File: src/rtl/i2c_s_reg_target.sv
// I2C target that bridges controller write/read transactions onto an 8-bit register bus.
// Pad inputs are synchronized and glitch-filtered; the target never stretches SCL.
module i2c_s_reg_target #(
    parameter logic [6:0] SLAVE_ADDR = 7'h24,
    parameter int         FILT_LEN   = 2
) (
    input  logic       sys_clk_i,
    input  logic       rst_i,
    input  logic       scl_i,
    input  logic       sda_i,
    output logic       sda_oe_o,
    output logic [7:0] reg_addr_o,
    output logic [7:0] reg_wdata_o,
    output logic       reg_wr_o,
    output logic       reg_rd_o,
    input  logic [7:0] reg_rdata_i,
    output logic       busy_o
);

    localparam int CW = $clog2(FILT_LEN + 2);

    typedef enum logic [3:0] {
        IDLE, ADDR, ACK_ADDR, PTR, ACK_PTR, WDATA, ACK_WDATA, RDATA, MACK
    } state_t;

    state_t          state;
    logic [1:0]      scl_p0, sda_p0;
    logic            scl_filt, sda_filt, scl_prev, sda_prev;
    logic [CW-1:0]   scl_cnt, sda_cnt;
    logic [2:0]      bit_cnt;
    logic [6:0]      shreg;
    logic [7:0]      tx;
    logic [7:0]      rx_byte;
    logic            byte_done, mack_ok, rw, rd_cap;
    logic            scl_rise, scl_fall, tx_drive, start_ev, stop_ev;

    // Stage p0: two-flop synchronizers, then a run-length filter per line
    always_ff @(posedge sys_clk_i) begin
        if (rst_i) begin
            scl_p0   <= 2'b11;
            sda_p0   <= 2'b11;
            scl_filt <= 1'b1;
            sda_filt <= 1'b1;
            scl_prev <= 1'b1;
            sda_prev <= 1'b1;
            scl_cnt  <= '0;
            sda_cnt  <= '0;
        end else begin
            scl_p0   <= {scl_p0[0], scl_i};
            sda_p0   <= {sda_p0[0], sda_i};
            scl_prev <= scl_filt;
            sda_prev <= sda_filt;
            if (scl_p0[1] != scl_filt) begin
                if (scl_cnt == CW'(FILT_LEN)) begin
                    scl_filt <= scl_p0[1];
                    scl_cnt  <= '0;
                end else begin
                    scl_cnt <= scl_cnt + 1'b1;
                end
            end else begin
                scl_cnt <= '0;
            end
            if (sda_p0[1] != sda_filt) begin
                if (sda_cnt == CW'(FILT_LEN)) begin
                    sda_filt <= sda_p0[1];
                    sda_cnt  <= '0;
                end else begin
                    sda_cnt <= sda_cnt + 1'b1;
                end
            end else begin
                sda_cnt <= '0;
            end
        end
    end

    // Bus events; SDA edges under a target-driven read bit cannot be START/STOP
    assign scl_rise = scl_filt & ~scl_prev;
    assign scl_fall = ~scl_filt & scl_prev;
    assign tx_drive = (state == RDATA) && sda_oe_o;
    assign start_ev = scl_filt & scl_prev & sda_prev & ~sda_filt & ~tx_drive;
    assign stop_ev  = scl_filt & scl_prev & ~sda_prev & sda_filt & ~tx_drive;
    assign rx_byte  = {shreg, sda_filt};

    // Stage p1: protocol FSM and register-bus strobes
    always_ff @(posedge sys_clk_i) begin
        if (rst_i) begin
            state       <= IDLE;
            bit_cnt     <= '0;
            byte_done   <= 1'b0;
            mack_ok     <= 1'b0;
            rw          <= 1'b0;
            rd_cap      <= 1'b0;
            sda_oe_o    <= 1'b0;
            busy_o      <= 1'b0;
            reg_addr_o  <= '0;
            reg_wdata_o <= '0;
            reg_wr_o    <= 1'b0;
            reg_rd_o    <= 1'b0;
        end else begin
            reg_wr_o <= 1'b0;
            reg_rd_o <= 1'b0;
            rd_cap   <= reg_rd_o;
            if (rd_cap)
                tx <= reg_rdata_i;
            if (reg_wr_o)
                reg_addr_o <= reg_addr_o + 8'd1;

            if (stop_ev) begin
                state     <= IDLE;
                sda_oe_o  <= 1'b0;
                busy_o    <= 1'b0;
                byte_done <= 1'b0;
                mack_ok   <= 1'b0;
            end else if (start_ev) begin
                state     <= ADDR;
                bit_cnt   <= '0;
                sda_oe_o  <= 1'b0;
                busy_o    <= 1'b0;
                byte_done <= 1'b0;
                mack_ok   <= 1'b0;
            end else begin
                case (state)
                    ADDR, PTR, WDATA: begin
                        if (scl_rise && !byte_done) begin
                            shreg   <= rx_byte[6:0];
                            bit_cnt <= bit_cnt + 3'd1;
                            if (bit_cnt == 3'd7) begin
                                if (state == ADDR) begin
                                    if (rx_byte[7:1] == SLAVE_ADDR) begin
                                        byte_done <= 1'b1;
                                        rw        <= rx_byte[0];
                                    end else begin
                                        state <= IDLE;
                                    end
                                end else if (state == PTR) begin
                                    reg_addr_o <= rx_byte;
                                    byte_done  <= 1'b1;
                                end else begin
                                    reg_wdata_o <= rx_byte;
                                    reg_wr_o    <= 1'b1;
                                    byte_done   <= 1'b1;
                                end
                            end
                        end else if (scl_fall && byte_done) begin
                            byte_done <= 1'b0;
                            sda_oe_o  <= 1'b1;
                            busy_o    <= 1'b1;
                            if (state == ADDR) begin
                                state    <= ACK_ADDR;
                                reg_rd_o <= rw;
                            end else if (state == PTR) begin
                                state <= ACK_PTR;
                            end else begin
                                state <= ACK_WDATA;
                            end
                        end
                    end
                    ACK_ADDR: begin
                        if (scl_fall) begin
                            bit_cnt <= '0;
                            if (rw) begin
                                state    <= RDATA;
                                sda_oe_o <= ~tx[7];
                                tx       <= {tx[6:0], 1'b0};
                            end else begin
                                state    <= PTR;
                                sda_oe_o <= 1'b0;
                            end
                        end
                    end
                    ACK_PTR, ACK_WDATA: begin
                        if (scl_fall) begin
                            state    <= WDATA;
                            bit_cnt  <= '0;
                            sda_oe_o <= 1'b0;
                        end
                    end
                    RDATA: begin
                        if (scl_fall) begin
                            if (bit_cnt == 3'd7) begin
                                state      <= MACK;
                                sda_oe_o   <= 1'b0;
                                reg_addr_o <= reg_addr_o + 8'd1;
                            end else begin
                                sda_oe_o <= ~tx[7];
                                tx       <= {tx[6:0], 1'b0};
                                bit_cnt  <= bit_cnt + 3'd1;
                            end
                        end
                    end
                    MACK: begin
                        if (scl_rise) begin
                            if (!sda_filt) begin
                                reg_rd_o <= 1'b1;
                                mack_ok  <= 1'b1;
                            end else begin
                                state  <= IDLE;
                                busy_o <= 1'b0;
                            end
                        end else if (scl_fall && mack_ok) begin
                            mack_ok  <= 1'b0;
                            state    <= RDATA;
                            bit_cnt  <= '0;
                            sda_oe_o <= ~tx[7];
                            tx       <= {tx[6:0], 1'b0};
                        end
                    end
                    default: ;
                endcase
            end
        end
    end

endmodule

File: config.mk
export PLATFORM = sky130hd
export DESIGN_NAME = i2c_s_reg_target
export DESIGN_NICKNAME = d
export VERILOG_FILES = /design/src/rtl/i2c_s_reg_target.sv
export SDC_FILE = /design/constraint.sdc
export NUM_CORES = 1
export LEC_CHECK = 0
export BUFFER_PORTS_ARGS = -buffer_cell sky130_fd_sc_hd__buf_4
export CORE_ASPECT_RATIO = 2
export CORE_MARGIN = 2
export CORE_UTILIZATION = 50
export CTS_CLUSTER_SIZE = 28
export DETAILED_ROUTE_END_ITERATION = 12
export GPL_ROUTABILITY_DRIVEN = 0
export PLACE_DENSITY = 0.7
export SLEW_MARGIN = 20
export SYNTH_ARGS = -nofsm -noshare
export SYNTH_HDL_FRONTEND = slang
export SYNTH_SLANG_ARGS = --single-unit
export TNS_END_PERCENT = 10
File: constraint.sdc
create_clock -name sys_clk_i -period 4.2 [get_ports sys_clk_i]
set_clock_uncertainty 0.1 [all_clocks]
set_input_delay 0.84 -clock sys_clk_i [delete_from_list [all_inputs] [get_ports sys_clk_i]]
set_output_delay 0.84 -clock sys_clk_i [all_outputs]
set_load 0.02 [all_outputs]
==> Word-level counts from Yosys, hierarchy flattened <==
Cells that the tools add are included.
{ "op_classes": {"muxes": 73, "mul": 0, "n_eq_ne": 48, "n_reduce_logical": 31, "shifts": 0, "add_sub_neg": 4, "order_cmp": 0, "div_mod_pow": 0, "n_bitwise": 25} }
{ "op_table": {"columns": ["operator", "n"], "rows": [
  ["$mux 8", 18],
  ["$mux 4", 12],
  ["$ne 3x3->1 const B", 13],
  ["$mux 3", 9],
  ["$mux 1", 26],
  ["$ne 4x4->1 const B", 6],
  ["$pmux 8 s3", 1],
  ["$reduce_and 11->1", 2],
  ["$ne 2x2->1 const B", 10],
  ["$pmux 4 s5", 1],
  ["$eq 4x3->1 const B", 4],
  ["$not 1->1", 16],
  ["$pmux 8 s2", 1],
  ["$reduce_and 8->1", 2],
  ["$reduce_or 3->1", 5],
  ["$reduce_and 7->1", 2],
  ["$pmux 3 s4", 1],
  ["$reduce_and 5->1", 2],
  ["$reduce_bool 5->1", 2],
  ["$and 1x1->1", 9],
  ["$add 8x1->8 const B", 1],
  ["$eq 4x2->1 const B", 2],
  ["$eq 7x6->1 const B", 1],
  ["$reduce_or 7->1", 1],
  ["other kinds (21)", 34]
]} }
{ "totals": {"memories": 0, "ram_bits": 0, "rom_bits": 0, "latchBits": 0, "register_bits": 58, "output_inout_bits": 20, "elab_cells": 204} }

==> Longest topological paths before layout <==
Gate-level depths: netlist of the first run.
{ "depth": {"depth_word": 9, "ltp_mapped": 9, "mapped_depth_nobuf": 7} }

==> Least setup slack after synthesis of the first run <==
OpenSTA, ideal clock, no wires.
{ "synth_timing": {"path_type": "in2reg", "from": "input port rst_i", "to": "register shreg[0] (enable)", "path_slack_ns": 1.879, "arrival_time_ns": 1.840, "setup_ns": 0.380, "required_ns": 3.720, "cell_stages": 3, "path_buffers": 0, "cell_sequence": "inv_2 > nand3_1 > nor3_1"} }
{ "synth_between": {"elab_chain_len": 2} }
{ "synth_lines": {"columns": ["element", "line_no", "source"], "rows": [
  ["start, declared", "8", "input logic rst_i,"],
  ["$not 1->1 (no line)", null, null],
  ["$reduce_and 5->1 (no line)", null, null],
  ["end signal, assigned", "125", "shreg <= rx_byte[6:0];"],
  ["end, declared", "31", "logic [6:0] shreg;"]
]} }
No other way between the ends.
A chain may end at the register's enable or synchronous reset.

==> Worst setup path after layout of the first run <==
{ "layout_timing": {"from": "register state[1]", "to": "register shreg[3] (enable)"} }
{ "layout_between": {"elab_chain_len": 6} }
{ "layout_lines": {"columns": ["element", "line_no", "source"], "rows": [
  ["start, declared", "26", "state_t state;"],
  ["start signal, assigned", "87", "state <= IDLE;"],
  ["start signal, assigned", "109", "state <= IDLE;"],
  ["start signal, assigned", "115", "state <= ADDR;"],
  ["$eq 4x3->1", "79", "assign tx_drive = (state == RDATA) && sda_oe_o;"],
  ["$logic_and 1x1->1", "79", null],
  ["$not 1->1", "80, 81", null],
  ["$and 1x1->1 (on tied branches)", "81, 80", null],
  ["$not 1->1 (no line)", null, null],
  ["$reduce_and 5->1 (no line) *", null, null]
]} }
Every way passes the cells marked *; elsewhere a longest branch is shown, timed or not.

==> results of run 1 <==
-- final cells by class --
class	count	area, sq um	area share, %
Tap cell	84	105.1	2.870
Multi-Input combinational cell	244	1700	46.43
Timing Repair Buffer	31	232.7	6.355
Inverter	7	26.28	0.7175
Clock inverter	6	57.56	1.572
Clock buffer	10	229.0	6.252
Sequential cell	58	1311	35.80
-- power groups by stage --
stage          combinational [uW]  clock (uW)  sequential (uW)
2_1_floorplan                24.0           0              594
3_3_place_gp                 36.0           0              597
3_5_place_dp                 36.5           0              597
4_1_cts                      36.7         712              586
5_1_grt                      39.8         741              587
6_report                     36.4         699              586
-- cells in the final DEF, fill, tap and decap left out, types with 3 or more instances in the layout --
cell type / count
a211o_1: 6
a21oi_1: 19
a32o_1: 4
and2_1: 3
buf_4: 31
clkbuf_16: 9
clkinv_2: 3
dfxtp_1: 43
edfxtp_1: 15
ha_1: 5
inv_1: 6
mux2_2: 16
mux2i_1: 12
nand2_1: 14
nand2b_1: 5
nand3_1: 10
nand4_1: 5
nor2_1: 35
nor2b_1: 6
nor3_1: 6
o211ai_1: 5
o21ai_0: 16
o221ai_1: 7
o22ai_1: 4
or2_2: 5
or4_1: 3
xnor2_1: 6
xor2_1: 11
-- kinds of logic (layout without fill, tap and decap cells) --
kind of cell | Yosys count | after routing | share of synthesized area (%)
flip-flops | 58 | 58 | 41.72
AND/OR/NAND/NOR | 112 | 112 | 19.43
buffers and inverters | 30 | 54 | 4.180
multiplexers | 28 | 28 | 9.554
XOR/XNOR | 17 | 17 | 4.737
adder cells (fa/ha/maj) | 5 | 5 | 1.990
AO/OA/AOI/OAI | 82 | 82 | 18.39
-- metrics by stage --
step                hold WS (ps)  area (sq um)  setup WS, ps  util [%]  power [uW]
finish                     306.1          3662          1257     60.48        1322
global route               319.9          3662         955.8     60.48        1368
CTS                        308.0          3662          1257     60.48        1334
detailed placement         295.7          3376          1239     55.74       633.9
global placement           296.0          3376          1364     55.74       633.0
floorplan                  289.5          3143          1879         -       618.5
-- sequential cells by signal (all words and copies together) (netlist names) --
register     count
sda_cnt          2
tx               8
sda_oe_o         1
sda_prev         1
mack_ok          1
bit_cnt          3
state            4
sda_p0           2
reg_rd_o         1
scl_prev         1
scl_p0           2
shreg            7
rw               1
scl_cnt          2
scl_filt         1
reg_wr_o         1
byte_done        1
busy_o           1
reg_wdata_o      8
sda_filt         1
rd_cap           1
reg_addr_o       8
-- per-layer routing --
layer	up-vias	track usage [%]	routed length, um
li1	1274	-	-
met1	1262	24.63	2871
met2	103	41.74	4045
met3	39	6.534	357
met4	0	16.15	442
met5	-	0	0
-- worst max path at each step --
stage,end,slack [ps]
finish,shreg[3],1260
global route,shreg[1],960
detailed placement,shreg[4],1240
CTS,shreg[2],1260
global placement,shreg[4],1360
floorplan,shreg[0],1880
-- worst reg2reg max path: cells and delay by family (launching register included) --
kind	cells	cell delay, ps
AO/OA/AOI/OAI	1	290
AND/OR/NAND/NOR	3	1480
flip-flops	1	710
==> run_results.csv, run 1 <==
group,metric,value,unit
sta,worst_slew_pin_slew,988.5,ps
sta,max_slew_margin,33.06,%
drt,ant_nets,0,
min_path,min_from,"sda_p0[0]",
pwr,p_clk_share,52.9,%
run_status,status,"finished, final reports clean",
worst_setup_path,path_delay_family,"simple AND/OR/NAND/NOR gates",
synth,synth_common_cells,"dfxtp_1 (43), nor2_1 (35), a21oi_1 (19), mux2_2 (16), o21ai_0 (16)",
synth,syn_avg_cell_area,9.467,sq um
worst_setup_path,worstSetupStartpoint,"state[1]",
clock_tree,cts_tree,"done",
synth,synth-seq-cells,58,
synth,synthTopCellsByArea,"dfxtp_1 (27%), edfxtp_1 (14%), mux2_2 (5.7%)",
sta,rsz0062_at_grt,"no",
cells_and_area,drive_gt1_share,20.51,%
worst_setup_path,endpoint_kind,"register",
worst_setup_path,ff2ff_path_depth,4,
clock_tree,clock-sinks,58,
job,cap_viol_max_count,0,
synth,synthMostInstantiatedCell,"dfxtp_1",
drt,dr.first_iter.drc_count,165,
drt,route.vias.total,2678,
synth,ys_warn_count,0,
sta,period_share,70.08,%
worst_setup_path,critical_path_class,"register to register",
cells_and_area,synthToLayoutAreaGrowth,16.52,%
cells_and_area,diodes,0,
global_routing,overflow,0,
sta,fmax,339.7,MHz
sta,slew_violations,0,
pwr,peakVddDrop,280.3,uV
synth,ys.flop_type,"dfxtp_1",
synth,synthArstFlopShare,0,%
min_path,hold_path_end,"sda_p0[1]",
placement,dp_hpwl,5.459,mm
worst_setup_path,arrival,2790,ps
floorplan,coreArea,6056,sq um
clock_tree,clockBufferDepth,2,
pwr,powerDensity,360.9,nW/um^2
floorplan,floorplan.die.width,60.06,um
global_routing,antenna_found_initial,0,
sta,finalHoldViolCount,0,
sta,fin_setup_tns,0,ps
worst_setup_path,cp_num_buf_inv,0,
floorplan,die_y,116.1,um
synth,ys_seq_area_share,41.72,%
pwr,power_leakage,0.001371,uW
clock_tree,cts-root-buf,"clkbuf_16",
pwr,seq_power_share,44.4,%
floorplan,fp-row-count,40,
synth,yosysTopAreaCell,"dfxtp_1",
clock_tree,ctsHoldBuffers,0,
placement,dp_cells,424,
worst_setup_path,ff2ff_setup_slack,1260,ps
clock_tree,cts_htree_levels,3,
cells_and_area,final_cells,440,
clock_tree,cts_made_buffers,9,
placement,io_buffers,31,
pwr,p_switching,269.5,uW
worst_setup_path,cp_data_required_time,4050,ps
cells_and_area,nNetsFinal,368,
global_routing,grt_pass1_wl,12.62,mm
clock_tree,cts.clk_slew.worst_paths,50,ps
global_routing,grt_usage,24.28,%
global_routing,grt_pass1_vias,2675,
synth,synthDistinctLibCells,65,
pwr,p_int,1052,uW
worst_setup_path,crit_chain,"and4b_1 -> a211o_1 -> nand3_1 -> nor3_1",
pwr,swShare,20.39,%
cells_and_area,n_fill_cell,548,
synth,synthCells,332,
worst_setup_path,timing.rr.start,"state[1]",
drt,via_per_inst,6.086,
worst_setup_path,critPathLaunchType,"register",
clock_tree,post_cts.repair.setup_buffers,0,
drt,drc,0,
synth,synth_edf_count,15,
floorplan,top_level_ports,32,
synth,synth.top_cell.area_share,27.39,%
floorplan,die_area,6974,sq um
pwr,power.combinational.fraction,2.8,%
global_routing,grt_max_degree,22,
worst_setup_path,cpMaxStageDelayCell,"nor3_1",
drt,avgRoutedWirePerCell,17.54,um
sta,min_period,2943,ps
synth,syn_area,3143,sq um
drt,drtPass1Iterations,4,
worst_setup_path,r2r-end,"shreg[3]",
sta,setup_viol,0,
drt,routed_wl,7.716,mm
min_path,hold_path_depth,1,
worst_setup_path,critPathMaxStageDelay,780,ps
worst_setup_path,critical_path.max_fanout,20,
clock_tree,cts_resized,0,
min_path,hp-class,"register to register",
synth,syn-num-nets,349,
floorplan,initial_core_util,51.90,%
worst_setup_path,path_depth,4,
clock_tree,insertion_delay,320,ps
No activity file was read; power rests on OpenSTA's default activity.
==> run 2, diff against run 1 <==
Clock period 4.2 ns to 2.8 ns, I/O delays scaled along.
==> run_results.csv, run 2 (synthesized netlist as in run 1, its figures left out) <==
group,metric,value,unit
run_status,status,"finished, final reports clean",
pwr,powerDensity,547.6,nW/um^2
pwr,power.combinational.fraction,2.8,%
cells_and_area,final_common_cell,"buf_4",
placement,dp_cells,437,
worst_setup_path,timing.rr.start,"bit_cnt[0]",
sta,max_slew_margin,54.91,%
placement,post-place-ws,374.0,ps
cells_and_area,top_regs,"reg_addr_o x8, reg_wdata_o x8, tx x8",
floorplan,fp-row-count,40,
cells_and_area,final_cells,453,
job,cap_viol_max_count,0,
drt,drtPass1Iterations,4,
floorplan,die_area,6974,sq um
worst_setup_path,critical_path.max_fanout,14,
clock_tree,clockBufferDepth,2,
clock_tree,cts_htree_levels,3,
pwr,finalPower,2075,uW
sta,setup_viol,0,
pwr,p_clk_share,54.8,%
worst_setup_path,r2r-end,"reg_addr_o[0]",
floorplan,floorplan.die.width,60.06,um
clock_tree,cts.clk_slew.worst_paths,50,ps
drt,drc,0,
sta,fmax,409.7,MHz
clock_tree,insertion_delay,330,ps
clock_tree,cts_made_buffers,9,
placement,dp_hpwl,5.679,mm
worst_setup_path,endpoint_kind,"register",
clock_tree,clock-sinks,58,
cells_and_area,drive_gt1_share,23.58,%
worst_setup_path,cp_data_required_time,2930,ps
sta,fin_setup_tns,0,ps
global_routing,grt.busiest_layer,"met2",
cells_and_area,final_cell_mix,"buf_4 (44), dfxtp_1 (43), nor2_1 (35), a21oi_1 (19)",
pwr,power_leakage,0.001444,uW
floorplan,initial_core_util,51.90,%
cells_and_area,post-route-util,62.56,%
sta,period_share,87.17,%
sta,finalHoldViolCount,0,
drt,dr.first_iter.drc_count,205,
clock_tree,cts_resized,0,
global_routing,overflow,0,
pwr,p_switching,411.6,uW
global_routing,met1_usage,24.61,%
floorplan,top_level_ports,32,
pwr,seq_power_share,42.4,%
worst_setup_path,critPathCapture,"reg_addr_o[0]",
global_routing,grt_max_degree,22,
clock_tree,cts_tree,"done",
global_routing,grt_util_met2,41.88,%
worst_setup_path,critPathLaunchType,"register",
worst_setup_path,arrival,2570,ps
drt,route.vias.total,2748,
cells_and_area,synthToLayoutAreaGrowth,20.54,%
drt,via_per_inst,6.066,
sta,setup_ws,359.3,ps
cells_and_area,nNetsFinal,381,
global_routing,grtUsageMet3,7.198,%
global_routing,antenna_found_initial,0,
clock_tree,post_cts.repair.setup_buffers,0,
placement,io_buffers,31,
min_path,hp-class,"register to register",
sta,min_period,2441,ps
floorplan,die_y,116.1,um
pwr,swShare,19.84,%
sta,rsz0062_at_grt,"no",
worst_setup_path,ff2ff_setup_slack,360,ps
drt,ant_nets,0,
global_routing,grt_pass1_vias,2564,
clock_tree,cts-root-buf,"clkbuf_16",
worst_setup_path,worstSetupStartpoint,"bit_cnt[0]",
drt,avgRoutedWirePerCell,17.28,um
pwr,p_int,1663,uW
global_routing,grt_pass1_wl,12.45,mm
sta,slew_violations,0,
worst_setup_path,ff2ff_path_depth,7,
worst_setup_path,critical_path_class,"register to register",
drt,routed_wl,7.826,mm
floorplan,coreArea,6056,sq um
cells_and_area,diodes,0,
clock_tree,ctsHoldBuffers,0,
sta,worst_slew_pin_slew,670.3,ps
global_routing,grt_usage,24.34,%
pwr,peakVddDrop,442.8,uV
[run 2: cell types whose count changed in the layout (fill, tap and decap cells not counted), sizes merged]
cell      change
buf          +13
clkbuf        +2
clkinv        -3
clkinvlp      +1
[run 2: worst min path at each step]
stage,from,end,depth (start not counted)
floorplan,scl_p0[0],scl_p0[1],1
global placement,scl_p0[0],scl_p0[1],1
detailed placement,scl_p0[0],scl_p0[1],1
CTS,sda_i,sda_p0[0],2
global route,sda_i,sda_p0[0],2
finish,scl_cnt[0],scl_cnt[0],1
[run 2: worst max-delay path, cell delays in order, from the launching register on]
cell and delay [ps]:
dfxtp_1 340, ha_1 170, ha_1 240, nand4bb_1 200, or4_1 690, mux2i_1 250
o22ai_1 90, a32o_1 250
[run 2: layer usage]
| metal | up-vias | wire length (um) |
|---|---|---|
| met5 | - | 0 |
| met4 | 0 | 430 |
| met3 | 26 | 319 |
| met1 | 1312 | 2877 |
| li1 | 1306 | - |
| met2 | 104 | 4199 |
[run 2: power groups by stage]
stage                     logic [uW]  clock network [uW]  registers [uW]
after floorplan                 36.0                   0             892
after global placement          58.1                   0             895
after detailed placement        59.1                   0             896
after CTS                       59.4                1160             879
after global routing            64.6                1200             879
final                           59.1                1140             879
[run 2: through the flow]
| stage | hold slack (ps) | cell area, sq um |
|---|---|---|
| floorplan | 289.5 | 3143 |
| global placement | 294.6 | 3473 |
| detailed placement | 298.8 | 3473 |
| CTS | 304.7 | 3789 |
| global route | 301.6 | 3789 |
| finish | 308.1 | 3789 |
[run 2: layout make-up]
cell class / count / area [sq um]
fill: 555 / 2267
inverter: 7 / 26.28
clock inverter: 4 / 47.55
clock buffer: 12 / 267.8
multi-input combinational: 244 / 1700
tap: 84 / 105.1
timing repair buffer: 44 / 330.3
sequential: 58 / 1311
